==> config.mk <==
export PLATFORM = sky130hd
export DESIGN_NAME = mcp_bus_sync
export DESIGN_NICKNAME = d
export VERILOG_FILES = /design/src/rtl/mcp_bus_sync.sv
export SDC_FILE = /design/constraint.sdc
export NUM_CORES = 1
export LEC_CHECK = 0
export ABC_AREA = 1
export CAP_MARGIN = 0
export CORE_AREA = 2 2 39 41
export CTS_CLUSTER_DIAMETER = 30
export CTS_CLUSTER_SIZE = 40
export DETAILED_ROUTE_END_ITERATION = 10
export DIE_AREA = 0 0 41 43
export PLACE_DENSITY_LB_ADDON = 0.08
export SLEW_MARGIN = 20
export SYNTH_ARGS = -nofsm -noshare
export SYNTH_HDL_FRONTEND = slang
export SYNTH_SLANG_ARGS = --single-unit
export TNS_END_PERCENT = 20
==> constraint.sdc <==
create_clock -name CLK -period 1.8 [get_ports CLK]
set_input_delay 0.18 -clock CLK [delete_from_list [all_inputs] [get_ports CLK]]
set_output_delay 0.18 -clock CLK [all_outputs]
set_load 0.05 [all_outputs]
==> src/rtl/mcp_bus_sync.sv <==
// rtl/mcp_bus_sync.sv - multi-cycle-path bus synchroniser with valid/ack hold and sticky overrun
module mcp_bus_sync #(
    parameter int BusWidth  = 8,
    parameter int NumStages = 2,
    parameter int PulseMode = 0
) (
    input  logic                CLK,
    input  logic                RST,
    input  logic [BusWidth-1:0] UnsyncBus,
    input  logic                BusEnable,
    input  logic                ReadAck,
    output logic [BusWidth-1:0] SyncBus,
    output logic                EnablePulse,
    output logic                DataValid,
    output logic                Overrun
);

    logic [NumStages-1:0] r_sync_chain;
    logic                 r_prev_en;
    logic [BusWidth-1:0]  r_sync_bus;
    logic                 r_enable_pulse;
    logic                 r_data_valid;
    logic                 r_overrun;
    logic                 w_sync_en;
    logic                 w_edge_det;

    assign w_sync_en = r_sync_chain[NumStages-1];

    // Level mode reacts only to the rising edge; toggle mode treats every transition as an event.
    generate
        if (PulseMode != 0) begin : g_toggle
            assign w_edge_det = w_sync_en ^ r_prev_en;
        end else begin : g_level
            assign w_edge_det = w_sync_en & ~r_prev_en;
        end
    endgenerate

    always_ff @(posedge CLK or negedge RST) begin
        if (!RST) begin
            r_sync_chain <= '0;
            r_prev_en    <= 1'b0;
        end else begin
            r_sync_chain <= {r_sync_chain[NumStages-2:0], BusEnable};
            r_prev_en    <= w_sync_en;
        end
    end

    // The bus is only sampled on the detected edge, so it never needs its own synchronisers.
    always_ff @(posedge CLK or negedge RST) begin
        if (!RST) begin
            r_sync_bus     <= '0;
            r_enable_pulse <= 1'b0;
        end else begin
            r_enable_pulse <= w_edge_det;
            if (w_edge_det) begin
                r_sync_bus <= UnsyncBus;
            end
        end
    end

    // An ack coinciding with a new capture consumes the old word, so no overrun is flagged.
    always_ff @(posedge CLK or negedge RST) begin
        if (!RST) begin
            r_data_valid <= 1'b0;
            r_overrun    <= 1'b0;
        end else begin
            if (w_edge_det) begin
                r_data_valid <= 1'b1;
            end else if (ReadAck) begin
                r_data_valid <= 1'b0;
            end
            if (w_edge_det && r_data_valid && !ReadAck) begin
                r_overrun <= 1'b1;
            end
        end
    end

    assign SyncBus     = r_sync_bus;
    assign EnablePulse = r_enable_pulse;
    assign DataValid   = r_data_valid;
    assign Overrun     = r_overrun;

endmodule
==> flow_metrics.env <==
export IMPL_antenna_found_initial=0
export IMPL_finalSetupViolCount=0
export IMPL_cts_max_level=1
export IMPL_relSlewSlack_pct=58.5
export IMPL_clock_path_buffers=2
export IMPL_grt_pass1_vias=378
export IMPL_ios=23
export IMPL_startpoint_type="register"
export IMPL_worst_setup_path_end_kind="output pin"
export IMPL_rsz0062_at_grt="no"
export IMPL_ir_drop_mv=0.484
export IMPL_path_buf_inv=1
export IMPL_rows=14
export IMPL_hp_class="input port to async pin"
export IMPL_worst_slack_ns=0.183
export IMPL_die_area_mm2=0.00176
export IMPL_nets=87
export IMPL_drive_gt1_share_pct=9.59
export IMPL_place_ws_ns=0.477
export IMPL_clkPwrFrac_pct=22.8
export IMPL_start_util_pct=35.4
export IMPL_power_density_mw_per_mm2=982
export IMPL_max_freq_ghz=0.618
export IMPL_ys_warn_count=0
export IMPL_grt_overflow_total=0
export IMPL_area_growth_pct=53.7
export IMPL_timing_hold_ws_ns=0.292
export IMPL_slowest_delay_ns=0.81
export IMPL_avgRoutedWirePerCell_um=10.8
export IMPL_finalCriticalPeriod_ns=1.62
export IMPL_routed_wl_um=964
export IMPL_grt_max_degree=15
export IMPL_hpwl_um=697
export IMPL_regToRegStartpoint="r_prev_en$_DFF_PN0_"
export IMPL_n_fill_cell=140
export IMPL_core_area_mm2=0.00138
export IMPL_cts_setup_buffers=0
export IMPL_final_max_slew_viol_count=0
export IMPL_cts_sinks=14
export IMPL_die_h_um=43
export IMPL_drv_cap=0
export IMPL_status="complete, no violations"
export IMPL_cts_root_buf="clkbuf_4"
export IMPL_multiInputGateArea_um2=124
export IMPL_ys_types=8
export IMPL_initialDrtViolationCount=4
export IMPL_crit_type="register to output pin"
export IMPL_viasPerCell=4.42
export IMPL_cts_hold_buf=0
export IMPL_ant_nets=0
export IMPL_cp_arrival_ns=1.44
export IMPL_chipWidth_um=41
export IMPL_fin_worst_skew_ns=0.00355
export IMPL_cpMaxStageDelayCell="clkdlybuf4s50_1"
export IMPL_p_sw_w=0.000241
export IMPL_syn_nets=60
export IMPL_clk_latency_ns=0.27
export IMPL_finalSetupTns_ns=0
export IMPL_synth_seq_area_share_pct=71.6
export IMPL_worst_pin_slew_ns=0.621
export IMPL_required_ns=1.62
export IMPL_n_antenna_cell=0
export IMPL_p_leak_nw=0.367
export IMPL_seq_area_um2=350
export IMPL_numCtsBuffers=3
export IMPL_seqPwrFrac_pct=48.6
export IMPL_internal_power_w=0.000497
export IMPL_regToRegEndpoint="SyncBus[3]$_DFFE_PN0P_"
export IMPL_period_share_pct=89.9
export IMPL_p_sw_share_pct=32.6
export IMPL_syn_area_per_cell_um2=10.2
export IMPL_synth_seq_cells=14
export IMPL_syn_inst=48
export IMPL_critical_path_top_delay_family="buffers and inverters"
export IMPL_final_cell_area_um2=752
export IMPL_clk_pin_slew_ns=0.08
export IMPL_syn_area_um2=489
export IMPL_drc=0
export IMPL_p_comb_share_pct=28.6
export IMPL_globalplace_congestion=0.656
export IMPL_vias=393
export IMPL_grt_pass1_wl_um=1610
export IMPL_cts_tree="done"
export IMPL_hold_violations=0
export IMPL_port_buffers=22
export IMPL_r2r_worst_path_cells=3
export IMPL_track_usage_pct=13.7
export IMPL_cts_resized=0
export IMPL_reg2reg_slack_ns=0.92
export IMPL_placedInstanceArea_um2=729
export IMPL_crit_chain="clkdlybuf4s50_1"
export IMPL_drt_first_pass_iters=3
export IMPL_critical_path_peak_fanout=2
[per-stage QoR]
| stage | util, % | power [W] | instances |
|---|---|---|---|
| 6_report | 54.3 | 0.000738 | 89 |
| 5_1_grt | 54.3 | 0.000779 | 89 |
| 4_1_cts | 54.3 | 0.000754 | 89 |
| 3_5_place_dp | 52.7 | 0.000578 | 86 |
| 3_3_place_gp | 52.7 | 0.000575 | 86 |
| 2_1_floorplan | - | 0.000487 | 48 |
[layer usage]
layer	vias to the layer above	global-route usage, %	share of wire (%)
li1	194	-	-
met5	-	0	0
met2	16	20.6	48
met4	0	6.00	0
met3	0	4.71	6.3
met1	183	17.1	46
[cell usage in the layout (no fill, tap or decap)]
| master | Yosys | routed |
|---|---|---|
| dfrtp_1 | 14 | 14 |
| inv_2 | 2 | 2 |
| inv_1 | 2 | 2 |
| o21ai_0 | 1 | 1 |
| clkbuf_4 | 0 | 3 |
| nand2_2 | 1 | 1 |
| nor2_1 | 1 | 1 |
| nor2_4 | 1 | 1 |
| nand2_1 | 26 | 26 |
| clkdlybuf4s50_1 | 0 | 22 |
[worst max-delay path by stage]
| stage | from | end | cells after the start |
|---|---|---|---|
| 6_report | SyncBus[7]$_DFFE_PN0P_ | SyncBus[7] | 1 |
| 5_1_grt | DataValid$_DFFE_PN0P_ | DataValid | 1 |
| 4_1_cts | SyncBus[3]$_DFFE_PN0P_ | SyncBus[3] | 1 |
| 3_5_place_dp | SyncBus[3]$_DFFE_PN0P_ | SyncBus[3] | 1 |
| 3_3_place_gp | SyncBus[7]$_DFFE_PN0P_ | SyncBus[7] | 1 |
| 2_1_floorplan | DataValid$_DFFE_PN0P_ | Overrun$_DFFE_PN0P_ | 4 |
[cell usage after synthesis (all sizes together)]
master  number  area [µm²]
dfrtp       14         350
inv          4        15.0
nand2       27         104
nor2         2        15.0
o21ai        1        5.00
[cells by family (layout without fill, tap and decap cells)]
group	Yosys count	after routing	share of synthesized area (%)
flops	14	14	71.6
buf+inv	4	29	3.07
simple gates	29	29	24.3
compound gates	1	1	1.02
[flip-flops by register name, summed over array words and instances, names as in the netlist]
name	cells
r_prev_en	1
Overrun	1
r_sync_chain	2
DataValid	1
EnablePulse	1
SyncBus	8
[power groups by stage]
stage | registers [W] | clock network, W | logic [W]
2_1_floorplan | 0.000458 | 0 | 0.0000286
3_3_place_gp | 0.000365 | 0 | 0.000211
3_5_place_dp | 0.000366 | 0 | 0.000213
4_1_cts | 0.000359 | 0.000181 | 0.000213
5_1_grt | 0.000362 | 0.000192 | 0.000225
6_report | 0.000359 | 0.000168 | 0.000211
[layout make-up]
| class | count | share of cell area, % |
|---|---|---|
| sequential | 14 | 46.6 |
| timing repair buffer | 22 | 29.3 |
| multi-input combinational | 30 | 16.5 |
| clock buffer | 3 | 3.00 |
| tap | 16 | 2.66 |
| inverter | 4 | 2.00 |
[worst register-to-register path, stage by stage (launching register included)]
cell and delay [ns]:
dfrtp_1 0.42, nor2_4 0.25, nand2_1 0.08, nand2_1 0.07
(Power assumes the default switching activity.)
==> patch 1 (same flow settings) <==
Register the output `SyncBus` once more, cleared by the reset; this adds one clock of latency there. The other outputs are not delayed to match.
--- a/src/rtl/mcp_bus_sync.sv
+++ b/src/rtl/mcp_bus_sync.sv
@@ -76,5 +76,11 @@
     end
 
-    assign SyncBus     = r_sync_bus;
+    always_ff @(posedge CLK or negedge RST) begin
+        if (!RST) begin
+            SyncBus <= '0;
+        end else begin
+            SyncBus <= r_sync_bus;
+        end
+    end
     assign EnablePulse = r_enable_pulse;
     assign DataValid   = r_data_valid;
Formal check against the unedited RTL: not equivalent (Yosys sat finds a counterexample within 4 cycles, from zero or initial values and one cycle with RST low).
==> patch 1 against the unedited design <==
Routed wire length grew 13%; clock skew is 1.9 ps higher; sequential cell count up 8; setup slack got worse by 24 ps; highest routed layer is now met4; area after synthesis up 41%; final area is 29% higher; cell count increased by 11%; count of clock-buffer cells in the layout increased by 1; clock power increased by 54%; critical path depth unchanged; non-clock buffer count up 1; core utilization rose by 16 points; total power increased by 41%.
==> patch 1: results (changes against the unedited design) <==
Pwr
  – Comb pwr: 0.215 mW (+2%)
  – P_seq: 0.566 mW (+58%)
  – VDD IR-drop max: 0.0007105 V (+47%)
  – Leak: 0.4772 nW (+30%)
  – Switching share of power: 0.2821 (-0.04428)
  – Clock group total power: 0.259 mW (+54%)

Worst hold path
  – Class of the worst hold path: primary input to asynchronous set/reset pin

Setup path
  – Reg2Reg Setup Slack: 900 ps (-20 ps)
  – Critical path's slowest cell: clkdlybuf4s50_1
  – Critical Path End: Overrun
  – Worst path arrival time: 1460 ps (+20 ps)
  – R2R Path End: r_sync_bus[6]
  – CP startpoint: Overrun

Synth
  – Post-synthesis mux area share: 0 (unchanged)
  – Main synth FF type: dfrtp_1
  – Syn Nets: 68 (+13%)
  – Flops & latches, synth: 22 (+8)
  – Syn Area/Cell: 12.31 µm² (+21%)
  – Xor and xnor area share after synthesis: 0 (unchanged)
  – Post-synth ARST share: 1.000 (unchanged)
  – Sequential element share of the synthesized area: 0.7985 (+0.08244)
  – Commonest cells post-synth: nand2_1 (26), dfrtp_1 (22), inv_1 (2), inv_2 (2)
  – Complex-gate fraction of the synthesized area: 0.007260 (-0.002971)
  – Synth warn: 0 (unchanged)
  – Largest cells by area after synthesis: dfrtp_1 (80%), nand2_1 (14%), nor2_4 (1.6%)

Clock tree
  – Skew-Pair Late Insertion Delay: 300 ps (+30 ps)
  – Worst-path clk slew: 110 ps (+30 ps)
  – Post-CTS setup buffer count: 0 (unchanged)
  – H-tree Lvls: 1 (unchanged)

Global routing
  – Vias in the first global route: 429 (+13%)
  – Largest net degree at the start of global routing: 23 (+8)
  – Total track usage: 0.1667 (+0.02951)
  – First-pass GRT wire length: 1863 µm (+16%)

Cells and area
  – Final Core Density: 0.7034 (+0.1600)
  – Multi-In Gates: 30 (unchanged)
  – Storage element area: 550.5 µm² (+57%)
  – Multi-input gate area in the final layout: 123.9 µm² (unchanged)
  – Clock network area share: 0.03728 (+0.007325)
  – Biggest regs: SyncBus x8, r_sync_bus x8, r_sync_chain x2
  – Bufs w/o clock: 23 (+4.5%)
  – Layout cells sized above 1: 0.1084 (+0.01254)
  – Clkbuf count: 4 (+1)
  – Final net count: 96 (+10%)
  – Filler Cell Count: 112 (-20%)
  – Non-clock buffering overhead: 0.2339 (-0.05891)

STA
  – Relative slew slack: 0.6664 (+0.08166)
  – Final slew viol count: 0 (unchanged)
  – Clk_skew: 5.446 ps (+1.892 ps)

Drt
  – Post-Route WL: 1087 µm (+13%)
  – Initial detailed-routing violation count: 3 (-1)
  – DR pass1 iterations: 2 (-1)
  – Routed len/inst: 10.98 µm (+1.4%)
  – Via count: 446 (+13%)

Place
  – DP Area: 937.1 µm² (+28%)
  – Placer congestion estimate: 0.6355 (-3.1%)
  – Placed insts: 95 (+10%)
  – Dpl ws: 478.6 ps (+1.925 ps)
  – Detail Placement HPWL: 797.7 µm (+14%)

Outcome
  – Status: finished, final reports clean
patch 1: cell types whose count changed in the layout (fill, tap and decap cells not counted):
| cell | delta |
|---|---|
| dfrtp_1 | +8 |
| clkbuf_8 | +1 |
| buf_4 | +1 |
patch 1: per-layer routing:
metal / GRT usage / part of all wire / up-vias
li1: - / - / 220
met1: 0.2073 / 0.39 / 211
met2: 0.2469 / 0.55 / 13
met3: 0.03141 / 0.051 / 2
met4: 0.1200 / 0.011 / 0
met5: 0 / 0 / -
patch 1: worst min-delay path by stage:
stage                               start               to  slack (ps)  depth (start not counted)
after floorplan                       RST        DataValid        -120                          0
after global placement    r_sync_chain[0]  r_sync_chain[1]         340                          0
after detailed placement  r_sync_chain[0]  r_sync_chain[1]         340                          0
after CTS                             RST       SyncBus[7]         210                          2
after global routing                  RST       SyncBus[7]         220                          2
final                                 RST       SyncBus[7]         210                          2
==> patch 2 (same flow settings) <==
Without the edit above. `BusWidth`: 8 -> 7.
--- a/src/rtl/mcp_bus_sync.sv
+++ b/src/rtl/mcp_bus_sync.sv
@@ -1,5 +1,5 @@
 // rtl/mcp_bus_sync.sv - multi-cycle-path bus synchroniser with valid/ack hold and sticky overrun
 module mcp_bus_sync #(
-    parameter int BusWidth  = 8,
+    parameter int BusWidth  = 7,
     parameter int NumStages = 2,
     parameter int PulseMode = 0
Ports: changed (resized SyncBus and UnsyncBus); port bits go from 23 to 21. The function was not compared with the original's and may differ.
==> patch 2 against the unedited design <==
Area after synthesis fell by 7.4%; worst hold slack got worse by 14 ps; global-route usage fell by 1.5 points; routed wire length fell by 14%; largest power group unchanged; sequential share of layout area fell by 0.077 points; clock skew barely moved; sequential cell count fell by 1; final area fell by 7.0%; total power fell by 6.0%; critical path type unchanged; setup slack improved by 12 ps; via count fell by 9.7%.
==> patch 2: results (changes against the unedited design) <==
Outcome
  – Status: finished, final reports clean

Drt
  – Met3 wire length: 58 µm (-4.9%)
  – Vias per Instance: 4.226 (-4.3%)
  – Length of routed met2 wiring: 365 µm (-20%)
  – DR pass1 iterations: 3 (unchanged)
  – Routed len/inst: 9.857 µm (-9.0%)
  – M1 WL: 404 µm (-9.0%)

Place
  – Detail Placement HPWL: 592.7 µm (-15%)
  – Buffers on Ports: 20 (-9.1%)
  – Placer congestion estimate: 0.5859 (-11%)
  – DP Area: 673.1 µm² (-7.7%)

STA
  – Slew @ Worst Pin: 578.0 ps (-42.96 ps)
  – Clk_skew: 3.877 ps (+0.3233 ps)

Cells and area
  – Final net count: 80 (-8.0%)
  – Max FFs per register: 7 (-1)
  – Filler Cell Count: 142 (+1.4%)
  – Layout cells sized above 1: 0.1029 (+0.007051)

Setup path
  – R2R Path End: SyncBus[2]
  – CP startpoint: SyncBus[0]
  – Reg2Reg Setup Slack: 950 ps (+30 ps)
  – Crit Path Max Fanout: 2 (unchanged)
  – RR Startpoint: r_sync_chain[1]
  – Reg2reg path depth: 4 (+1)

Clock tree
  – Clk buf depth: 2 (unchanged)

Pwr
  – Leak: 0.3396 nW (-7.4%)
  – VDD IR-drop max: 0.0004567 V (-5.6%)
  – Internal power: 0.4725 mW (-5.0%)

Global routing
  – Met2 Usage GRT: 0.1656 (-0.04062)
  – GR Layer Usage met3: 0.03141 (-0.01571)
  – Largest net degree at the start of global routing: 14 (-1)
  – GR Layer Usage met1: 0.1864 (+0.01521)
  – Vias in the first global route: 346 (-8.5%)
  – First-pass GRT wire length: 1428 µm (-11%)
  – Total track usage: 0.1224 (-0.01471)

Synth
  – Sequential element share of the synthesized area: 0.7182 (+0.002120)
  – Largest cells by area after synthesis: dfrtp_1 (72%), nand2_1 (19%), nor2_4 (2.5%)
  – Syn Nets: 55 (-8.3%)
  – Commonest cells post-synth: nand2_1 (23), dfrtp_1 (13), inv_1 (2), inv_2 (2)
==> patch 2: cell count changes after synthesis, sizes merged <==
cell / delta
nand2: -3
dfrtp: -1
==> patch 2: kinds of logic after synthesis <==
logic type	Yosys count	share of synthesized area
buffers and inverters	4	0.03316
and+or+nand+nor	26	0.2376
AOI/OAI and AO/OA	1	0.01104
DFF	13	0.7182
==> patch 2: worst max-delay path by stage <==
stage	endpoint	slack (ps)	depth (start not counted)
floorplan	Overrun	840	4
global placement	SyncBus[1]	490	1
detailed placement	SyncBus[0]	490	1
CTS	SyncBus[6]	180	1
global route	SyncBus[0]	140	1
finish	SyncBus[0]	190	1
==> patch 2: through the flow <==
stage | hold slack, ps | cells | setup slack (ps) | power [mW]
detailed placement | 338.7 | 80 | 488.5 | 0.5277
CTS | 310.2 | 84 | 184.4 | 0.7052
global route | 337.5 | 84 | 137.3 | 0.7328
global placement | 331.7 | 80 | 489.5 | 0.5267
floorplan | -115.6 | 44 | 843.6 | 0.4466
finish | 278.7 | 84 | 195.0 | 0.6942
==> patch 2: cell type report <==
| class | instances | area [µm²] | area share |
|---|---|---|---|
| repair buffers | 20 | 200.2 | 0.2862 |
| multi-input cells | 27 | 112.6 | 0.1610 |
| inverters | 4 | 15.01 | 0.02147 |
| well taps | 16 | 20.02 | 0.02862 |
| clock buffers | 4 | 26.28 | 0.03757 |
| flip-flops and latches | 13 | 325.3 | 0.4651 |
==> patch 2: power by group through the flow <==
stage | Combinational [mW] | Sequential, mW | Clock, mW
after floorplan | 0.0258 | 0.421 | 0
after global placement | 0.189 | 0.337 | 0
after detailed placement | 0.189 | 0.338 | 0
after CTS | 0.190 | 0.333 | 0.183
after global routing | 0.201 | 0.336 | 0.195
final | 0.187 | 0.332 | 0.175
